**config.mk**
```make
export PLATFORM = sky130hd
export DESIGN_NAME = snn_layer_debug_readout
export DESIGN_NICKNAME = d
export VERILOG_FILES = /design/src/rtl/snn_layer_debug_readout_pkg.sv /design/src/rtl/snn_layer_debug_readout.sv
export SDC_FILE = /design/constraint.sdc
export NUM_CORES = 1
export LEC_CHECK = 0
export CELL_PAD_IN_SITES_DETAIL_PLACEMENT = 2
export CELL_PAD_IN_SITES_GLOBAL_PLACEMENT = 2
export CORE_ASPECT_RATIO = 0.8
export CORE_MARGIN = 3
export CORE_UTILIZATION = 28
export CTS_CLUSTER_DIAMETER = 30
export DETAILED_ROUTE_END_ITERATION = 7
export GPL_TIMING_DRIVEN = 1
export HOLD_SLACK_MARGIN = 0.03
export PLACE_DENSITY_LB_ADDON = 0.12
export REMOVE_ABC_BUFFERS = 1
export SLEW_MARGIN = 20
export SYNTH_ARGS = -nofsm -noshare
export SYNTH_HDL_FRONTEND = slang
export SYNTH_SLANG_ARGS = --single-unit
export TNS_END_PERCENT = 5
```
**constraint.sdc**
```tcl
create_clock -name clk -period 2.2 [get_ports clk]
set_input_delay 0.55 -clock clk [delete_from_list [all_inputs] [get_ports clk]]
set_output_delay 0.55 -clock clk [all_outputs]
set_load 0.02 [all_outputs]
```
**src/rtl/snn_layer_debug_readout_pkg.sv**
```systemverilog
`default_nettype none
// ============================================================================
//  Package : snn_debug_pkg
//  Brief   : Shared constants, frame-length helper and FSM state type for the
//            neuron-layer debug readout serializer.
//  Rev     : 1.0  initial release
// ============================================================================
package snn_debug_pkg;

    // Upper nibble of every frame header byte
    localparam logic [3:0] FRAME_HDR_NIBBLE = 4'hA;

    // Frame = header + spike byte + one byte per neuron + checksum
    function automatic int frame_len(input int n);
        return n + 3;
    endfunction

    typedef enum logic [0:0] {
        IDLE = 1'b0,
        SEND = 1'b1
    } state_t;

endpackage
`default_nettype wire

```
**src/rtl/snn_layer_debug_readout.sv**
```systemverilog
`default_nettype none
// ============================================================================
//  Module  : snn_layer_debug_readout
//  Brief   : Snapshots a neuron layer's packed membrane potentials and spike
//            vector on request and streams them as a fixed-length byte frame
//            (header, spikes, membranes, XOR checksum) over a valid/ready port.
//  Rev     : 1.0  initial release
// ============================================================================
module snn_layer_debug_readout
    import snn_debug_pkg::*;
#(
    parameter int N     = 4,
    parameter int Nbits = 4
) (
    input  logic                 clk,
    input  logic                 reset,
    input  logic                 capture,
    input  logic [N*Nbits-1:0]   membrane_potential_in,
    input  logic [N-1:0]         spikes_in,
    input  logic                 out_ready,
    output logic [7:0]           out_data,
    output logic                 out_valid,
    output logic                 busy,
    output logic                 frame_done,
    output logic                 overrun
);

    localparam int              L        = frame_len(N);
    localparam int              IDXW     = $clog2(L);
    localparam int              NSLOT    = 2 ** IDXW;
    localparam logic [IDXW-1:0] LAST_IDX = IDXW'(L - 1);

    state_t                 r_state;
    state_t                 w_next_state;
    logic [IDXW-1:0]        r_idx;
    logic [IDXW-1:0]        w_next_idx;
    logic [3:0]             r_seq;
    logic [3:0]             r_frame_seq;
    logic [N*Nbits-1:0]     r_snap_mem;
    logic [N-1:0]           r_snap_spk;
    logic [7:0]             w_csum;
    logic [7:0]             w_bytes [NSLOT];

    assign w_next_idx = r_idx + 1'b1;

    // Frame image built purely from the snapshot, so late input changes never leak in
    always_comb begin
        for (int k = 0; k < NSLOT; k++) begin
            w_bytes[k] = '0;
        end
        w_csum = '0;
        w_bytes[0] = {FRAME_HDR_NIBBLE, r_frame_seq};
        w_bytes[1][N-1:0] = r_snap_spk;
        for (int i = 0; i < N; i++) begin
            w_bytes[i+2][Nbits-1:0] = r_snap_mem[i*Nbits +: Nbits];
        end
        for (int k = 0; k < L - 1; k++) begin
            w_csum = w_csum ^ w_bytes[k];
        end
        w_bytes[L-1] = w_csum;
    end

    // State register
    always_ff @(posedge clk) begin
        if (reset) begin
            r_state <= IDLE;
        end else begin
            r_state <= w_next_state;
        end
    end

    // Next-state logic; valid/busy decode from the state register only
    always_comb begin
        w_next_state = r_state;
        out_valid    = 1'b0;
        busy         = 1'b0;
        case (r_state)
            IDLE: begin
                if (capture) begin
                    w_next_state = SEND;
                end
            end
            SEND: begin
                out_valid = 1'b1;
                busy      = 1'b1;
                if (out_ready && (r_idx == LAST_IDX)) begin
                    w_next_state = IDLE;
                end
            end
            default: begin
                w_next_state = IDLE;
            end
        endcase
    end

    // Snapshot, sequence counter, byte index and registered output byte mux.
    // frame_done is registered to keep out_ready off any combinational output
    // path, so it rises the cycle after the final handshake.
    always_ff @(posedge clk) begin
        if (reset) begin
            r_idx       <= '0;
            r_seq       <= '0;
            r_frame_seq <= '0;
            r_snap_mem  <= '0;
            r_snap_spk  <= '0;
            out_data    <= '0;
            frame_done  <= 1'b0;
            overrun     <= 1'b0;
        end else begin
            frame_done <= 1'b0;
            case (r_state)
                IDLE: begin
                    if (capture) begin
                        r_snap_mem  <= membrane_potential_in;
                        r_snap_spk  <= spikes_in;
                        r_frame_seq <= r_seq;
                        r_seq       <= r_seq + 4'd1;
                        r_idx       <= '0;
                        out_data    <= {FRAME_HDR_NIBBLE, r_seq};
                    end
                end
                SEND: begin
                    if (capture) begin
                        overrun <= 1'b1;
                    end
                    if (out_ready) begin
                        if (r_idx == LAST_IDX) begin
                            frame_done <= 1'b1;
                            r_idx      <= '0;
                        end else begin
                            r_idx    <= w_next_idx;
                            out_data <= w_bytes[w_next_idx];
                        end
                    end
                end
                default: begin
                    r_idx <= '0;
                end
            endcase
        end
    end

endmodule
`default_nettype wire

```
==> results of run 1 <==
## layer usage
metal	wire length, um	global-route usage (%)	vias up
met4	61	3.59	0
met1	2860	20.5	868
met5	0	0	-
met3	191	3.40	6
li1	-	-	864
met2	2600	24.3	26
## state kept, by name, indices dropped and copies added, names as in the netlist
name         cells
frame_done       1
out_data         5
r_snap_mem      16
overrun          1
r_idx            3
r_seq            4
r_snap_spk       4
r_state          1
r_frame_seq      4
## cells in the mapped netlist (2+ instances only)
library cell  instances  area [sq um]
clkbuf_1              9          33.8
xor2_1                4          35.0
xnor2_1              11          96.3
clkbuf_8              3          41.3
mux4_2                3          67.6
nor3_1                5          25.0
and3_2                3          22.5
o311ai_1              2          17.5
a311oi_1              4          35.0
or3_1                 3          18.8
or4_1                 3          22.5
and2_1                2          12.5
o21ai_0               2          10.0
a21oi_1              33           165
buf_6                 2          22.5
ha_1                  4          50.1
nand2b_1              2          12.5
dfxtp_1              39           781
nand2_1              58           218
buf_4                 4          30.0
nor2_1                7          26.3
a21oi_2               3          26.3
inv_1                 5          18.8
xnor3_1               4          90.1
## metrics by stage
step / hold slack, ns / setup WS, ns / std cells
finish: 0.472 / 0.133 / 358
CTS: 0.478 / 0.117 / 358
floorplan: 0.426 / -0.249 / 214
global route: 0.505 / 0.000457 / 358
global placement: 0.440 / 0.146 / 350
detailed placement: 0.466 / 0.126 / 350
## cells in the final DEF, fill, tap and decap left out, drive strengths merged, types with 5 or more instances in the layout
master         instances
xnor2                 11
nor2                   8
clkdlybuf4s50         33
clkbuf                 5
buf                   16
dfxtp                 39
inv                    5
nand2                 58
a21oi                 36
nor3                   5
## worst paths after layout
| path | endpoint | slack (ns) | cells past startpoint |
|---|---|---|---|
| max | out_data[1] | 0.13 | 7 |
| min | r_frame_seq[3] | 0.47 | 2 |
| max reg2reg | out_data[1] | 0.13 | 7 |
| min reg2reg | r_frame_seq[3] | 0.47 | 2 |
## power by group through the flow
stage	combinational, W	sequential, W	clock, W
after floorplan	0.000148	0.000801	0
after global placement	0.000305	0.000795	0
after detailed placement	0.000313	0.000794	0
after CTS	0.000315	0.000778	0.000511
after global routing	0.000342	0.000784	0.000549
final	0.000309	0.000777	0.000485
## layout make-up
cell class	instances	area [sq um]	share of cell area, %
Tap cell	87	109	4.28
Clock inverter	3	15.0	0.591
Timing Repair Buffer	49	450	17.7
Clock buffer	5	68.8	2.71
Inverter	6	36.3	1.43
Multi-Input combinational cell	169	1080	42.6
Sequential cell	39	781	30.7
## worst max-delay path: cells and delay by family, from the launching register on
family                   cells  cell delay [ns]
multiplexers                 1             0.31
AND/OR/NAND/NOR              1             0.40
flip-flops                   1             0.35
buffers and inverters        2             0.41
adder cells (fa/ha/maj)      1             0.31
AO/OA/AOI/OAI                2             0.16
## cells by family after synthesis
kind of cell               count (synthesis)  share of synthesized area [%]
other                                      1                          0.185
and+or+nand+nor                           88                           19.7
AOI/OAI and AO/OA                         52                           15.4
buffers and inverters                     24                           8.10
muxes                                      4                           4.64
DFF                                       39                           38.6
xor gates and xnor gates                  19                           10.9
adders and majority gates                  4                           2.47
==> results.json, run 1 <==
{
  "outcome": "completed",
  "p_int_w": 0.00113,
  "fp.dieH_um": 82.0,
  "min_period_ns": 2.07,
  "row_count": 27,
  "pwr-share-clk_pct": 30.9,
  "tightestPinTransition_ns": 0.594,
  "place_area_sq_mm": 0.00246,
  "crit_path_end_kind": "flop",
  "finalSetupViolations": 0,
  "fin_area_sq_mm": 0.00254,
  "peakVddDrop_mv": 0.236,
  "start_kind": "flop",
  "port_buffers": 33,
  "design.core.area_sq_mm": 0.00696,
  "clk_pin_slew_ns": 0.08,
  "drc_errors": 0,
  "switching_power_w": 0.000443,
  "synth_flop_cell": "dfxtp_1",
  "slowest_stage": "or4_1",
  "fill_cells": 793,
  "drt_first_pass_iters": 4,
  "cts_resized": 0,
  "pwr-share-comb_pct": 19.7,
  "area_growth_syn_to_layout_pct": 25.7,
  "worstSetupStartpoint": "r_idx[0]",
  "hp-start": "r_seq[3]",
  "cap_violations": 0,
  "clock_skew_ns": 0.0102,
  "cts_hold_buf": 0,
  "h-tree-depth": 2,
  "rsz0062_at_grt": "no",
  "crit_required_ns": 2.38,
  "r2r_start": "r_idx[0]",
  "grt_max_degree": 17,
  "drv_slew": 0,
  "ios": 36,
  "final.setup.tns_ns": 0,
  "total_power_w": 0.00157,
  "async_reset_ff_share_pct": 0,
  "path_class": "reg -> reg",
  "vias_per_cell": 4.93,
  "antenna_left": 0,
  "nets": 298,
  "hp-class": "reg -> reg",
  "cp.arrival_ns": 2.24,
  "gp_congestion": 0.742,
  "vias": 1764,
  "detail_route.iter0.violations": 33,
  "ys_seq_elements": 39,
  "tritoncts": "yes",
  "fmax_mhz": 484,
  "grt_remaining_overflow": 0,
  "dp_hpwl_um": 4410,
  "drt-wirelength-per-cell_um": 16.0,
  "cellLeakagePower_nw": 0.986,
  "track_usage_pct": 15.0,
  "hold_viol": 0,
  "min_period_over_period_pct": 94.0,
  "swShare_pct": 28.2,
  "critPathMaxFanout": 16,
  "antennaDiodeCount": 0,
  "drive_gt1_share_pct": 13.3,
  "root_buffer": "clkbuf_8",
  "clk_latency_ns": 0.30,
  "sequentialPowerShare_pct": 49.5,
  "grt_pass1_vias": 1848,
  "ys_types": 40,
  "grt_antenna_before_repair": 0,
  "power_density_mw_per_mm2": 618,
  "max_slew_margin_pct": 60.0,
  "synth-edff-count": 0,
  "drt-total-wl_um": 5720,
  "grt_pass1_wl_um": 9600,
  "fin_util_pct": 36.5,
  "start_util_pct": 29.1,
  "clk_path_buf_depth": 2,
  "cts_setup_buffers": 0,
  "synth_area_sq_mm": 0.00202,
  "syn_avg_cell_area_sq_um": 8.76,
  "die_w_um": 101,
  "synth_warnings": 0,
  "syn-instance-count": 231,
  "max_stage_delay_ns": 0.40,
  "die-area_sq_mm": 0.00829,
  "cts_made_buffers": 5,
  "path_cells": "bufinv_8, ha_1, buf_4, mux4_2, or4_1, o311ai_1, a21oi_2",
  "ys_seq_area_share_pct": 38.6,
  "cts.sinks": 39
}
Power figures use the tool's default switching activity.
==> run 2: changes to the inputs <==
--- a/config.mk
+++ b/config.mk
@@ -5,11 +5,11 @@
 export SDC_FILE = /design/constraint.sdc
 export NUM_CORES = 1
 export LEC_CHECK = 0
-export CELL_PAD_IN_SITES_DETAIL_PLACEMENT = 2
-export CELL_PAD_IN_SITES_GLOBAL_PLACEMENT = 2
+export CELL_PAD_IN_SITES_DETAIL_PLACEMENT = 0
+export CELL_PAD_IN_SITES_GLOBAL_PLACEMENT = 1
 export CORE_ASPECT_RATIO = 0.8
 export CORE_MARGIN = 3
-export CORE_UTILIZATION = 28
+export CORE_UTILIZATION = 35
 export CTS_CLUSTER_DIAMETER = 30
 export DETAILED_ROUTE_END_ITERATION = 7
 export GPL_TIMING_DRIVEN = 1
==> run 2 against run 1 <==
Fmax increased by 2.6%; highest routed layer unchanged; clock power increased by 2%; hold slack got worse by 0.015 ns; largest cell class unchanged; critical path type unchanged; sequential share of layout area increased by 0.21 points; first-iteration DRC count increased by 110%.
==> results.json, run 2 (synthesized netlist as in run 1, its figures left out) <==
{
  "worst_hold_slack_ns": 0.457,
  "drive_gt1_share_pct": 12.0,
  "dp_hpwl_um": 3120,
  "clock_skew_ns": 0.00648,
  "regMostFlops": "r_snap_mem",
  "root_buffer": "clkbuf_8",
  "h-tree-depth": 2,
  "path_cells": "bufinv_8, ha_1, mux4_2, or4_1, o311ai_0, a21oi_2",
  "die-area_sq_mm": 0.00673,
  "max_stage_delay_ns": 0.50,
  "peakVddDrop_mv": 0.267,
  "max_slew_margin_pct": 55.6,
  "min_period_over_period_pct": 91.6,
  "track_usage_pct": 14.0,
  "fin_util_pct": 45.7,
  "final_common_cell": "nand2_1",
  "hp-class": "reg -> reg",
  "rsz0062_at_grt": "no",
  "fin_area_sq_mm": 0.00252,
  "detail_route.iter0.violations": 70,
  "fmax_mhz": 496,
  "grt_pass1_wl_um": 7460,
  "fp.dieH_um": 74,
  "drt_first_pass_iters": 4,
  "clk_latency_ns": 0.29,
  "slowest_stage": "mux4_2",
  "critPathMaxFanout": 10,
  "nets": 295,
  "cellLeakagePower_nw": 0.975,
  "antenna_left": 0,
  "clk_path_buf_depth": 2,
  "power_density_mw_per_mm2": 620,
  "die_w_um": 91.0,
  "start_kind": "flop",
  "drv_slew": 0,
  "design.core.area_sq_mm": 0.00553,
  "layout_common_cells": "nand2_1 (58), dfxtp_1 (39), a21oi_1 (33), clkdlybuf4s50_1 (33), buf_4 (12)",
  "min_period_ns": 2.01,
  "cts_hold_buf": 0,
  "start_util_pct": 36.6,
  "critPathBufInv": 1,
  "port_buffers": 33,
  "clk_pin_slew_ns": 0.08,
  "gp_congestion": 0.722,
  "area_growth_syn_to_layout_pct": 24.8,
  "drt-total-wl_um": 4440,
  "fin_ws_ns": 0.185,
  "vias_per_cell": 4.76,
  "pre_cts_ws_ns": 0.156,
  "cts_made_buffers": 5,
  "cp.arrival_ns": 2.19,
  "crit_required_ns": 2.37,
  "grt_antenna_before_repair": 0,
  "grt_max_degree": 40,
  "grt_pass1_vias": 1507,
  "largest_reg_flops": 16,
  "reg.largest.list": "r_snap_mem: 16 flops, out_data: 5 flops",
  "path_class": "reg -> reg",
  "tritoncts": "yes",
  "drt-wirelength-per-cell_um": 12.9,
  "cts_setup_buffers": 0,
  "cap_violations": 0,
  "finalSetupViolations": 0,
  "ios": 36,
  "hold_viol": 0,
  "row_count": 24,
  "cts.sinks": 39,
  "tightestPinTransition_ns": 0.660,
  "outcome": "completed",
  "cts_resized": 0,
  "drc_errors": 0,
  "grt_remaining_overflow": 0,
  "crit_path_end_kind": "flop",
  "place_area_sq_mm": 0.00244,
  "vias": 1643,
  "critical_path.top_delay_family": "multiplexers",
  "antennaDiodeCount": 0
}
run 2: cell type report:
| type | instances | area [sq um] |
|---|---|---|
| Sequential cell | 39 | 781 |
| Inverter | 6 | 36.3 |
| Fill cell | 563 | 3000 |
| Clock inverter | 1 | 5.00 |
| Timing Repair Buffer | 46 | 440 |
| Tap cell | 78 | 97.6 |
| Multi-Input combinational cell | 169 | 1080 |
| Clock buffer | 6 | 82.6 |
run 2: worst min-delay path, delay by kind of cell, from the launching register on:
| family | cells | cell delay (ns) |
|---|---|---|
| AOI/OAI and AO/OA | 1 | 0.05 |
| DFF | 1 | 0.31 |
| and+or+nand+nor | 1 | 0.05 |
run 2: routing by layer:
metal / up-vias / wire, um / track usage [%]
met4: 0 / 46 / 4.52
met1: 759 / 2440 / 20.5
met5: - / 0 / 0
met3: 5 / 194 / 3.34
met2: 26 / 1760 / 20.4
li1: 853 / - / -
run 2: final timing paths:
path,from,to,slack [ns],depth (start not counted)
worst max-delay path,r_idx[0],out_data[3],0.19,6
worst min-delay path,r_seq[3],r_frame_seq[3],0.46,2
worst max register to register,r_idx[0],out_data[3],0.19,6
worst min register to register,r_seq[3],r_frame_seq[3],0.46,2
run 2: stage by stage:
step	TNS [ns]	total power, W	std cells
4_1_cts	0	0.00159	345
6_report	0	0.00157	345
5_1_grt	0	0.00164	345
3_5_place_dp	0	0.00109	338
3_3_place_gp	0	0.00109	338
2_1_floorplan	-0.369	0.000949	214
run 2: where the power goes:
| part | internal [W] | total, W | switching [W] |
|---|---|---|---|
| combinational | 0.000167 | 0.000296 | 0.000129 |
| sequential | 0.000742 | 0.000775 | 0.0000336 |
| clock | 0.000246 | 0.000494 | 0.000248 |
| total | 0.00115 | 0.00157 | 0.000411 |
==> run 3: changes to the inputs <==
--- a/config.mk
+++ b/config.mk
@@ -8,7 +8,6 @@
 export CELL_PAD_IN_SITES_DETAIL_PLACEMENT = 0
 export CELL_PAD_IN_SITES_GLOBAL_PLACEMENT = 1
 export CORE_ASPECT_RATIO = 0.8
-export CORE_MARGIN = 3
 export CORE_UTILIZATION = 35
 export CTS_CLUSTER_DIAMETER = 30
 export DETAILED_ROUTE_END_ITERATION = 7
@@ -16,6 +15,7 @@
 export HOLD_SLACK_MARGIN = 0.03
 export PLACE_DENSITY_LB_ADDON = 0.12
 export REMOVE_ABC_BUFFERS = 1
+export SKIP_CTS_REPAIR_TIMING = 1
 export SLEW_MARGIN = 20
 export SYNTH_ARGS = -nofsm -noshare
 export SYNTH_HDL_FRONTEND = slang
==> run 3 against run 2 <==
Cell area is 2.4% higher; non-clock buffer count unchanged; clock skew rose by 0.0066 ns; global-route usage is 1.7 points higher; largest power group unchanged; highest routed layer unchanged.
==> results.json, run 3 (synthesized netlist as in run 1, its figures left out) <==
{
  "cap_violations": 0,
  "peakVddDrop_mv": 0.412,
  "start_kind": "flop",
  "outcome": "completed",
  "crit_path_end_kind": "flop",
  "path_cells": "bufinv_8, ha_1, mux4_2, or4_1, o311ai_0, a21oi_2",
  "rsz0062_at_grt": "no",
  "worstSetupStartpoint": "r_idx[0]",
  "cp-endpoint": "out_data[3]",
  "tightestPinTransition_ns": 0.657,
  "grt_pass1_wl_um": 7380,
  "min_period_over_period_pct": 94.0,
  "pwr-share-comb_pct": 16.6,
  "drt-total-wl_um": 4470,
  "cts.sinks": 39,
  "p_int_w": 0.00136,
  "crit_required_ns": 2.39,
  "detail_route.iter0.violations": 41,
  "drive_gt1_share_pct": 12.3,
  "drc_errors": 0,
  "fmax_mhz": 483,
  "pre_cts_ws_ns": 0.155,
  "area_growth_syn_to_layout_pct": 27.8,
  "clk_pin_slew_ns": 0.09,
  "nets": 295,
  "fin_cells": 346,
  "cts_made_buffers": 5,
  "clk_latency_ns": 0.30,
  "grt_antenna_before_repair": 0,
  "drv_slew": 0,
  "switching_power_w": 0.000439,
  "rr_worst_depth": 6,
  "grt_pass1_vias": 1516,
  "antennaDiodeCount": 0,
  "clock_skew_ns": 0.0131,
  "path_depth": 6,
  "fp.dieH_um": 70,
  "final_common_cell": "nand2_1",
  "sequentialPowerShare_pct": 43.0,
  "r2r_slack_ns": 0.13,
  "max_stage_delay_ns": 0.50,
  "grt_remaining_overflow": 0,
  "pwr-share-clk_pct": 40.4,
  "hold_viol": 0,
  "track_usage_pct": 15.6,
  "min_period_ns": 2.07,
  "path_class": "reg -> reg",
  "power_density_mw_per_mm2": 697,
  "die_w_um": 87.0,
  "finalSetupViolations": 0,
  "critical_path.top_delay_family": "multiplexers",
  "drt_first_pass_iters": 4,
  "cellLeakagePower_nw": 0.998,
  "drt-wirelength-per-cell_um": 12.9,
  "layout_common_cells": "nand2_1 (58), dfxtp_1 (39), a21oi_1 (33), clkdlybuf4s50_1 (33)",
  "antenna_left": 0,
  "design.core.area_sq_mm": 0.00550,
  "swShare_pct": 24.3,
  "die-area_sq_mm": 0.00609,
  "dp_hpwl_um": 3230,
  "row_count": 24,
  "grt_max_degree": 27,
  "slowest_stage": "mux4_2",
  "max_slew_margin_pct": 55.7,
  "post-place-cells": 338,
  "reg.largest.list": "r_snap_mem: 16 flops, out_data: 5 flops",
  "fill_cells": 552,
  "clk_path_buf_depth": 2,
  "root_buffer": "clkbuf_8",
  "port_buffers": 33,
  "regMostFlops": "r_snap_mem",
  "gp_congestion": 0.768,
  "r2r_start": "r_idx[0]",
  "fin_ws_ns": 0.132,
  "rr_endpoint": "out_data[3]",
  "h-tree-depth": 2,
  "ios": 36,
  "cp.arrival_ns": 2.26,
  "critPathMaxFanout": 10,
  "tritoncts": "yes",
  "largest_reg_flops": 16,
  "vias_per_cell": 4.84,
  "hp-class": "reg -> reg",
  "critPathBufInv": 1,
  "start_util_pct": 36.8,
  "vias": 1676
}
## run 3: tightest hold or removal path: stages (launching register included)
cell and delay [ns]:
dfxtp_1 0.32, nand2_1 0.05, a21oi_1 0.05
## run 3: layout make-up
type	count	area (sq um)	share of cell area [%]
Tap cell	78	97.6	3.77
Multi-Input combinational cell	169	1080	41.8
Timing Repair Buffer	46	453	17.5
Inverter	6	36.3	1.40
Sequential cell	39	781	30.2
Clock inverter	3	67.6	2.61
Clock buffer	5	68.8	2.66
## run 3: how the worst min path moves through the flow
stage,start,endpoint,slack (ns),cells past startpoint
6_report,r_seq[3],r_frame_seq[3],0.46,2
5_1_grt,r_seq[3],r_frame_seq[3],0.50,2
4_1_cts,r_seq[3],r_frame_seq[3],0.46,2
3_5_place_dp,r_seq[3],r_frame_seq[3],0.45,2
3_3_place_gp,r_seq[3],r_frame_seq[3],0.44,2
2_1_floorplan,r_seq[3],r_frame_seq[3],0.43,2
## run 3: per-layer routing
metal	global-route usage, %	vias up	share of wire (%)
met5	0	-	0
met4	5.00	0	1.1
met3	3.66	7	3.8
met2	22.9	31	41
met1	22.5	780	54
li1	-	858	-
## run 3: power by group through the flow
stage | clock [W] | sequential [W] | combinational (W)
detailed placement | 0 | 0.000792 | 0.000303
finish | 0.000729 | 0.000775 | 0.000299
global route | 0.000774 | 0.000780 | 0.000329
global placement | 0 | 0.000792 | 0.000302
CTS | 0.000744 | 0.000776 | 0.000304
floorplan | 0 | 0.000801 | 0.000148
## run 3: through the flow
step | util, % | cell area (sq um) | TNS [ns] | hold slack (ns) | power, W
final | 47.1 | 2590 | 0 | 0.461 | 0.00180
after global routing | 47.1 | 2590 | 0 | 0.502 | 0.00188
after CTS | 47.1 | 2590 | 0 | 0.462 | 0.00182
after detailed placement | 44.6 | 2450 | 0 | 0.447 | 0.00110
after global placement | 44.6 | 2450 | 0 | 0.442 | 0.00109
after floorplan | - | 1900 | -0.369 | 0.426 | 0.000949
